[src/rtl/riscv_icache_responder_pkg.sv]
// Shared encodings for the instruction-fetch responder: FSM states, privilege levels
// and the request-queue entry width.
package riscv_icache_responder_pkg;

    typedef enum logic [2:0] {
        StIdle,
        StReq,
        StWait,
        StResp,
        StDrain
    } state_e;

    localparam logic [1:0] PRIV_U = 2'b00;
    localparam logic [1:0] PRIV_S = 2'b01;
    localparam logic [1:0] PRIV_M = 2'b11;

    // Queue entry is {pc[31:0], priv[1:0]}.
    localparam int unsigned ENTRY_W = 34;

endpackage

[src/rtl/riscv_icache_req_fifo.sv]
// Synchronous request FIFO with flush; head word is readable combinationally.
module riscv_icache_req_fifo #(
    parameter int unsigned DEPTH = 2,
    parameter int unsigned WIDTH = 34
) (
    input  logic             clk,
    input  logic             rst_n,
    input  logic             push,
    input  logic [WIDTH-1:0] wdata,
    input  logic             pop,
    input  logic             flush,
    output logic [WIDTH-1:0] rdata,
    output logic             full,
    output logic             empty
);

    localparam int unsigned PTR_W = $clog2(DEPTH);

    logic [WIDTH-1:0] mem [DEPTH];
    logic [PTR_W-1:0] wptr;
    logic [PTR_W-1:0] rptr;
    logic [PTR_W:0]   count;
    logic             do_push;
    logic             do_pop;

    assign full    = count == (PTR_W + 1)'(DEPTH);
    assign empty   = count == '0;
    assign do_push = push && !full;
    assign do_pop  = pop && !empty;
    assign rdata   = mem[rptr];

    always_ff @(posedge clk) begin
        if (!rst_n || flush) begin
            wptr  <= '0;
            rptr  <= '0;
            count <= '0;
        end else begin
            if (do_push) wptr <= wptr + PTR_W'(1);
            if (do_pop)  rptr <= rptr + PTR_W'(1);
            count <= count + {{PTR_W{1'b0}}, do_push} - {{PTR_W{1'b0}}, do_pop};
        end
    end

    always_ff @(posedge clk) begin
        if (do_push) mem[wptr] <= wdata;
    end

endmodule

[src/rtl/riscv_icache_responder.sv]
// Fetch-side responder: queues requests, checks alignment/privilege, serves repeats from a
// one-word last-fetch buffer and otherwise reads instruction memory, answering in order.
module riscv_icache_responder
    import riscv_icache_responder_pkg::*;
#(
    parameter int unsigned DEPTH     = 2,
    parameter logic [31:0] USER_BASE = 32'h0001_0000
) (
    input  logic        clk_i,
    input  logic        rst_i,
    input  logic        icache_rd_i,
    input  logic [31:0] icache_pc_i,
    input  logic [1:0]  icache_priv_i,
    input  logic        icache_flush_i,
    input  logic        icache_invalidate_i,
    output logic        icache_accept_o,
    output logic        icache_valid_o,
    output logic [31:0] icache_inst_o,
    output logic        icache_error_o,
    output logic        icache_page_fault_o,
    output logic        mem_rd_o,
    output logic [31:0] mem_addr_o,
    input  logic        mem_accept_i,
    input  logic        mem_ack_i,
    input  logic [31:0] mem_data_i,
    input  logic        mem_error_i
);

    state_e             state;
    logic               q_full;
    logic               q_empty;
    logic               q_push;
    logic               q_pop;
    logic [ENTRY_W-1:0] q_head;
    logic [31:0]        head_pc;
    logic [1:0]         head_priv;
    logic               head_misaligned;
    logic               head_priv_fault;
    logic               head_fault;
    logic               head_hit;
    logic               miss_issue;

    logic               buf_valid;
    logic [29:0]        buf_tag;
    logic [31:0]        buf_data;

    logic               resp_valid;
    logic [31:0]        resp_inst;
    logic               resp_error;
    logic               resp_pf;

    assign icache_accept_o = rst_i && !q_full && !icache_flush_i;
    assign q_push          = icache_rd_i && icache_accept_o;
    assign q_pop           = (state == StResp) && !icache_flush_i;

    riscv_icache_req_fifo #(
        .DEPTH (DEPTH),
        .WIDTH (ENTRY_W)
    ) u_req_fifo (
        .clk   (clk_i),
        .rst_n (rst_i),
        .push  (q_push),
        .wdata ({icache_pc_i, icache_priv_i}),
        .pop   (q_pop),
        .flush (icache_flush_i),
        .rdata (q_head),
        .full  (q_full),
        .empty (q_empty)
    );

    assign {head_pc, head_priv} = q_head;
    assign head_misaligned = head_pc[1:0] != 2'b00;
    assign head_priv_fault = !head_misaligned && (head_priv == PRIV_U) && (head_pc < USER_BASE);
    assign head_fault      = head_misaligned || head_priv_fault;
    assign head_hit        = buf_valid && (buf_tag == head_pc[31:2]);

    // A miss is offered to memory straight from IDLE so it goes out the cycle after accept.
    assign miss_issue = (state == StIdle) && !q_empty && !head_fault && !head_hit &&
                        !icache_flush_i;
    assign mem_rd_o   = (state == StReq) || miss_issue;
    assign mem_addr_o = mem_rd_o ? {head_pc[31:2], 2'b00} : 32'h0;

    assign icache_valid_o      = resp_valid && !icache_flush_i;
    assign icache_inst_o       = resp_inst;
    assign icache_error_o      = resp_error;
    assign icache_page_fault_o = resp_pf;

    always_ff @(posedge clk_i) begin
        if (!rst_i) begin
            state      <= StIdle;
            resp_valid <= 1'b0;
            resp_inst  <= 32'h0;
            resp_error <= 1'b0;
            resp_pf    <= 1'b0;
            buf_valid  <= 1'b0;
            buf_tag    <= 30'h0;
            buf_data   <= 32'h0;
        end else begin
            resp_valid <= 1'b0;
            unique case (state)
                StIdle: begin
                    if (!icache_flush_i && !q_empty) begin
                        if (head_fault) begin
                            state      <= StResp;
                            resp_valid <= 1'b1;
                            resp_inst  <= 32'h0;
                            resp_error <= head_misaligned;
                            resp_pf    <= head_priv_fault;
                        end else if (head_hit) begin
                            state      <= StResp;
                            resp_valid <= 1'b1;
                            resp_inst  <= buf_data;
                            resp_error <= 1'b0;
                            resp_pf    <= 1'b0;
                        end else if (mem_accept_i) begin
                            state <= StWait;
                        end else begin
                            state <= StReq;
                        end
                    end
                end
                StReq: begin
                    if (icache_flush_i) begin
                        state <= mem_accept_i ? StDrain : StIdle;
                    end else if (mem_accept_i) begin
                        state <= StWait;
                    end
                end
                StWait: begin
                    if (mem_ack_i) begin
                        if (icache_flush_i) begin
                            state <= StIdle;
                        end else begin
                            state      <= StResp;
                            resp_valid <= 1'b1;
                            resp_inst  <= mem_data_i;
                            resp_error <= mem_error_i;
                            resp_pf    <= 1'b0;
                            if (!mem_error_i) begin
                                buf_valid <= 1'b1;
                                buf_tag   <= head_pc[31:2];
                                buf_data  <= mem_data_i;
                            end
                        end
                    end else if (icache_flush_i) begin
                        state <= StDrain;
                    end
                end
                StResp: state <= StIdle;
                StDrain: begin
                    if (mem_ack_i) state <= StIdle;
                end
                default: state <= StIdle;
            endcase
            // Placed last so an invalidate beats a fill on the same edge.
            if (icache_invalidate_i) buf_valid <= 1'b0;
        end
    end

endmodule

[config.mk]
export PLATFORM = sky130hd
export DESIGN_NAME = riscv_icache_responder
export DESIGN_NICKNAME = d
export VERILOG_FILES = /design/src/rtl/riscv_icache_responder_pkg.sv /design/src/rtl/riscv_icache_req_fifo.sv /design/src/rtl/riscv_icache_responder.sv
export SDC_FILE = /design/constraint.sdc
export NUM_CORES = 1
export LEC_CHECK = 0
export CORE_AREA = 8 8 137 139
export CTS_CLUSTER_SIZE = 20
export DETAILED_ROUTE_END_ITERATION = 16
export DIE_AREA = 0 0 145 147
export PLACE_DENSITY = 0.85
export SYNTH_ARGS = -nofsm -noshare
export SYNTH_HDL_FRONTEND = slang
export SYNTH_SLANG_ARGS = --single-unit
[constraint.sdc]
create_clock -name clk_i -period 3.15 [get_ports clk_i]
set_clock_uncertainty 0.15 [all_clocks]
set_input_delay 0.63 -clock clk_i [delete_from_list [all_inputs] [get_ports clk_i]]
set_output_delay 0.63 -clock clk_i [all_outputs]
set_load 0.005 [all_outputs]
# == Word level (Yosys, flattened, before mapping) ==
# Memory sizes are Yosys's and may differ from the RTL's. A register that Yosys moved wholly into a read port is not among the register bits.
# Cells that the tools add are included.
# word_totals
inputBits,74
output_inout_bits,69
ff_bits,105
ram_bits,68
memories,1
# op_classes
reduce_logical,34
bitwise,3
muxes,40
eq_ne,13
addsub,4
magnitude_cmp,1
# memory_table
memory,words,word_bits,read_ports,rd_clocked_by_memory_dff,write_ports,line_no,source
u_req_fifo.mem,2,34,1,1,1,riscv_icache_req_fifo.sv:19,logic [WIDTH-1:0] mem [DEPTH];
# ops
operator,n
2-to-1 mux 32 bit,6
one-hot mux 32 bit (2 select lines),1
"less-than comparator 32 x 17 -> 1 bit, second input constant",1
equality test 30 bit,1
2-to-1 mux 3 bit,7
2-to-1 mux 1 bit,18
logical AND 1 bit,15
one-hot mux 3 bit (4 select lines),1
"!= test 3 bit, second input constant",3
2-to-1 mux 2 bit,4
AND reduction 4 bit,2
zero test 1 bit,7
"equality test 3 x 2 -> 1 bit, second input constant",2
"!= test 2 bit, second input constant",3
one-hot mux 1 bit (2 select lines),3
AND reduction 5 bit,1
zero test 2 bit,2
nonzero test 2 bit,2
"equality test 3 x 1 -> 1 bit, second input constant",1
"equality test 3 bit, second input constant",1
zero test 3 bit,1
logical OR 1 bit,3
NOT 1 bit,3
"adder 1 bit, second input constant",2
other kinds (5),5

# == Longest topological paths before layout ==
# depth
ltp_word,11
mapped_depth,10
mapped_depth_nobuf,8

# == Cells and area by module ==
# From an unflattened synthesis, not the netlist that was laid out.
# unflattened
hier_cells,788
hier_area_um2,7739.9
# by_module_without_submodules
module,cells_each,area_per_inst_um2,instances
riscv_icache_responder,653,5046.1,1
riscv_icache_req_fifo,135,2693.8,1

# == Least setup slack after synthesis ==
# Ideal clock, no wire load.
# synth_timing
kind,in2reg
from,input icache_flush_i
to,"memory u_req_fifo.mem[0][0], enable pin"
cell_stages,5
required_time_ns,2.575
path_slack_ns,-0.234
setup_ns,0.425
t_arrival_ns,2.809
path_cell_list,clkbuf_1 -> nand2b_1 -> a21oi_1 -> nand2_1 -> nor2_1
# synth_between
elab_chain_cells,6
# synth_rtl
item,line_no,source
start: declaration,riscv_icache_responder.sv:14,"input logic icache_flush_i,"
zero test 1 bit,riscv_icache_responder.sv:52,assign icache_accept_o = rst_i && !q_full && !icache_flush_i;
logical AND 1 bit,riscv_icache_responder.sv:52,
net icache_accept_o,riscv_icache_responder.sv:16,"output logic icache_accept_o,"
logical AND 1 bit,riscv_icache_responder.sv:53,assign q_push = icache_rd_i && icache_accept_o;
logical AND 1 bit,riscv_icache_req_fifo.sv:28,assign do_push = push && !full;
2-to-1 mux 1 bit,riscv_icache_req_fifo.sv:45,if (do_push) mem[wptr] <= wdata;
2-to-1 mux 1 bit (implied by the code),riscv_icache_req_fifo.sv:45,
end: declaration,riscv_icache_req_fifo.sv:19,
# The timed path passes the listed nets, and every way through them passes these cells.

==> results.py <==
metrics = {
    "drt": {
        "num_vias": 6264,
        "drc_errors": 0,
        "routedWlPerCell_um": 18.24,
        "ant_nets": 0,
        "first_iter_violations": 478,
        "via_per_inst": 5.368,
        "wl_um": 21290,
        "first_pass_iters": 5,
    },
    "flow_run": {
        "max-cap-violations": 0,
    },
    "cells_and_area": {
        "seq_area_mm2": 0.004168,
        "layout-drive-gt1-share_pct": 19.75,
        "syn2layout_area_growth_pct": 37.21,
        "fillCellCount": 1315,
        "finish.utilization_pct": 62.53,
        "final_common_cell": "nand2_1",
        "antennaDiodeCount": 0,
        "layout_common_cells": "nand2_1, clkdlybuf4s50_1, dfxtp_1",
        "final_cells": 1167,
        "nNetsFinal": 1005,
        "fin_area_mm2": 0.01048,
        "multi_input_comb_area_mm2": 0.003327,
    },
    "synthesis": {
        "synth.area.mux_share_pct": 4.817,
        "synth-compound-area-share_pct": 14.96,
        "syn_area_mm2": 0.007636,
        "yosysUniqueCellTypes": 46,
        "yosys.area_share.adder_pct": 0.3277,
        "postSynthCellCount": 744,
        "yosysTopAreaCell": "dfxtp_1",
        "synthFlopType": "dfxtp_1",
        "netlist_top_cells_area": "dfxtp_1, edfxtp_1, o211a_1",
        "synth_top_family_by_area": "simple AND/OR/NAND/NOR gates",
        "synthSimpleGateAreaFrac_pct": 17.43,
        "synth_seq_cells": 174,
        "synth_xor_area_share_pct": 3.900,
        "synth_top_area_share_pct": 27.79,
        "synth_edf_count": 68,
        "ys_seq_area_share_pct": 54.53,
        "yosysWarnings": 0,
        "async_flop_share_pct": 0,
        "syn_area_per_cell_um2": 10.26,
    },
    "hold_path": {
        "hold_class": "register to register",
    },
    "timing": {
        "report.final.slew_viol_count": 0,
        "rsz0062_at_grt": "yes",
        "hold_violations": 0,
        "setup_ws_ns": -0.6360,
        "setup_violations": 31,
        "slew_headroom_pct": 30.46,
        "hold-worst-slack_ns": 0.3116,
        "tightest_slew_ns": 1.043,
        "final.min_clock_period_ns": 3.786,
        "fmax_mhz": 264.1,
        "fin_crit_sh_pct": 120.2,
    },
    "floorplanning": {
        "core-area_mm2": 0.01676,
        "io_pins": 143,
        "die_h_um": 147,
        "placementRows": 48,
        "die_x_um": 145,
        "start_util_pct": 45.57,
        "dieArea_mm2": 0.02132,
    },
    "clocking": {
        "clock_sinks": 174,
        "cts-hold-fix-buffers": 0,
        "clkSlewWorstSetupHoldPaths_ns": 0.07,
        "clock_latency_ns": 0.43,
        "cts.htree.levels": 4,
        "root_buffer": "clkbuf_16",
        "cts_inserted_buffers": 17,
        "cts_buffer_depth": 2,
        "cts_tree": "done",
    },
    "pwr": {
        "irDropWorstVdd_uv": 402.0,
        "pwr_density_cell_mw_per_mm2": 515.8,
        "fin_total_pwr_mw": 5.404,
        "p_leak_nw": 4.475,
    },
    "place": {
        "io_buffers": 140,
        "gp_congestion": 0.9076,
        "postPlaceCellArea_mm2": 0.009644,
        "hpwlAfterDp_um": 13130,
        "placed_cells": 1117,
    },
    "grt": {
        "grt_use_total_pct": 18.86,
        "grt_max_degree": 103,
        "grt_pass1_wl_um": 32270,
        "antenna_found_initial": 0,
        "grt.overflow.total": 0,
        "grt_pass1_vias": 6081,
    },
    "setup_path": {
        "worstPathMaxFanout": 8,
        "critPathKind": "register to output port",
        "required_ns": 2.37,
        "cp.arrival_ns": 3.01,
        "critPathLaunchType": "register",
        "crit_path_end_kind": "output port",
    },
    "run_status": {
        "status": "finished with violations",
        "violations": "negative setup slack",
    },
}
[flip-flops by register name, indices dropped and copies added (netlist names), 2 cells and up, named ones only]
name              cells
buf_tag              30
u_req_fifo.mem       68
buf_data             32
icache_inst_o        32
u_req_fifo.count      2
state                 3
[path summary, 6_finish.rpt]
kind | startpoint | end | slack [ns] | cells after the start
max | register | mem_addr_o[22] | -0.64 | 13
max reg2reg | register | icache_inst_o[6]$_SDFFE_PN0P_ | 0.14 | 13
min | icache_page_fault_o$_SDFFE_PN0P_ | icache_page_fault_o$_SDFFE_PN0P_ | 0.31 | 2
min reg2reg | icache_page_fault_o$_SDFFE_PN0P_ | icache_page_fault_o$_SDFFE_PN0P_ | 0.31 | 2
[per-stage QoR]
stage	setup WS, ns	TNS, ns
after detailed placement	-0.4623	-13.79
final	-0.6360	-19.04
after floorplan	0.2057	0
after CTS	-0.8000	-23.56
after global placement	-0.2774	-8.254
after global routing	-0.7683	-23.63
[where the power goes]
group / switching, mW / internal [mW] / total, mW
registers: 0.0533 / 2.41 / 2.46
clock network: 0.926 / 1.21 / 2.13
logic: 0.387 / 0.425 / 0.812
total: 1.37 / 4.04 / 5.40
[synthesized netlist by cell type (4+ instances only)]
cell / count
a21boi_0: 32
clkbuf_1: 41
edfxtp_1: 68
inv_1: 7
nor4_1: 8
nor2_1: 48
o21ai_0: 34
dfxtp_1: 106
nand2_1: 167
buf_2: 4
or3_1: 34
o211a_1: 63
mux2i_2: 10
nor3_1: 10
xnor2_1: 29
buf_6: 7
xor2_1: 5
a21oi_1: 6
mux2i_1: 23
[worst max-delay path, stage by stage (launching register included)]
cell and delay, ns:
dfxtp_4 0.44, buf_12 0.15, buf_4 0.12, mux2i_2 0.25, xnor2_1 0.11, nor4_2 0.38
nand4_2 0.15, o211a_1 0.27, o21ai_4 0.18, buf_12 0.14, buf_6 0.09, clkbuf_16 0.14
nor2_1 0.05, clkbuf_2 0.11
[repair_timing]
item                       4_1_cts  5_1_grt
setup endpoints to repair       31       32
pin swaps                        1        8
gates cloned                     1        3
buffers inserted                 3       12
gates resized for setup         19       91
[routing by layer]
metal  vias up  wire (um)  GRT usage, %  share of wire (%)
li1       2978          -             -                  -
met1      3009       9097         23.27                 43
met2       254      10390         30.89                 49
met3        23       1506         5.660                7.1
met4         0        294         6.470                1.4
met5         -          0             0                  0
[cell families (layout without fill, tap and decap cells)]
group,count (synthesis),after routing
compound gates,144,144
xor+xnor,34,34
fa+ha+maj,2,2
buf+inv,63,260
flops,174,174
mux,33,33
other cells,1,2
simple gates,293,293
[final cells by class]
type	count	area share, %
Multi-Input combinational cell	508	31.75
Clock buffer	19	4.227
Sequential cell	174	39.78
Inverter	7	0.2747
Clock inverter	13	1.469
Tap cell	225	2.687
Timing Repair Buffer	221	19.81
No activity file was read; power rests on OpenSTA's default activity.
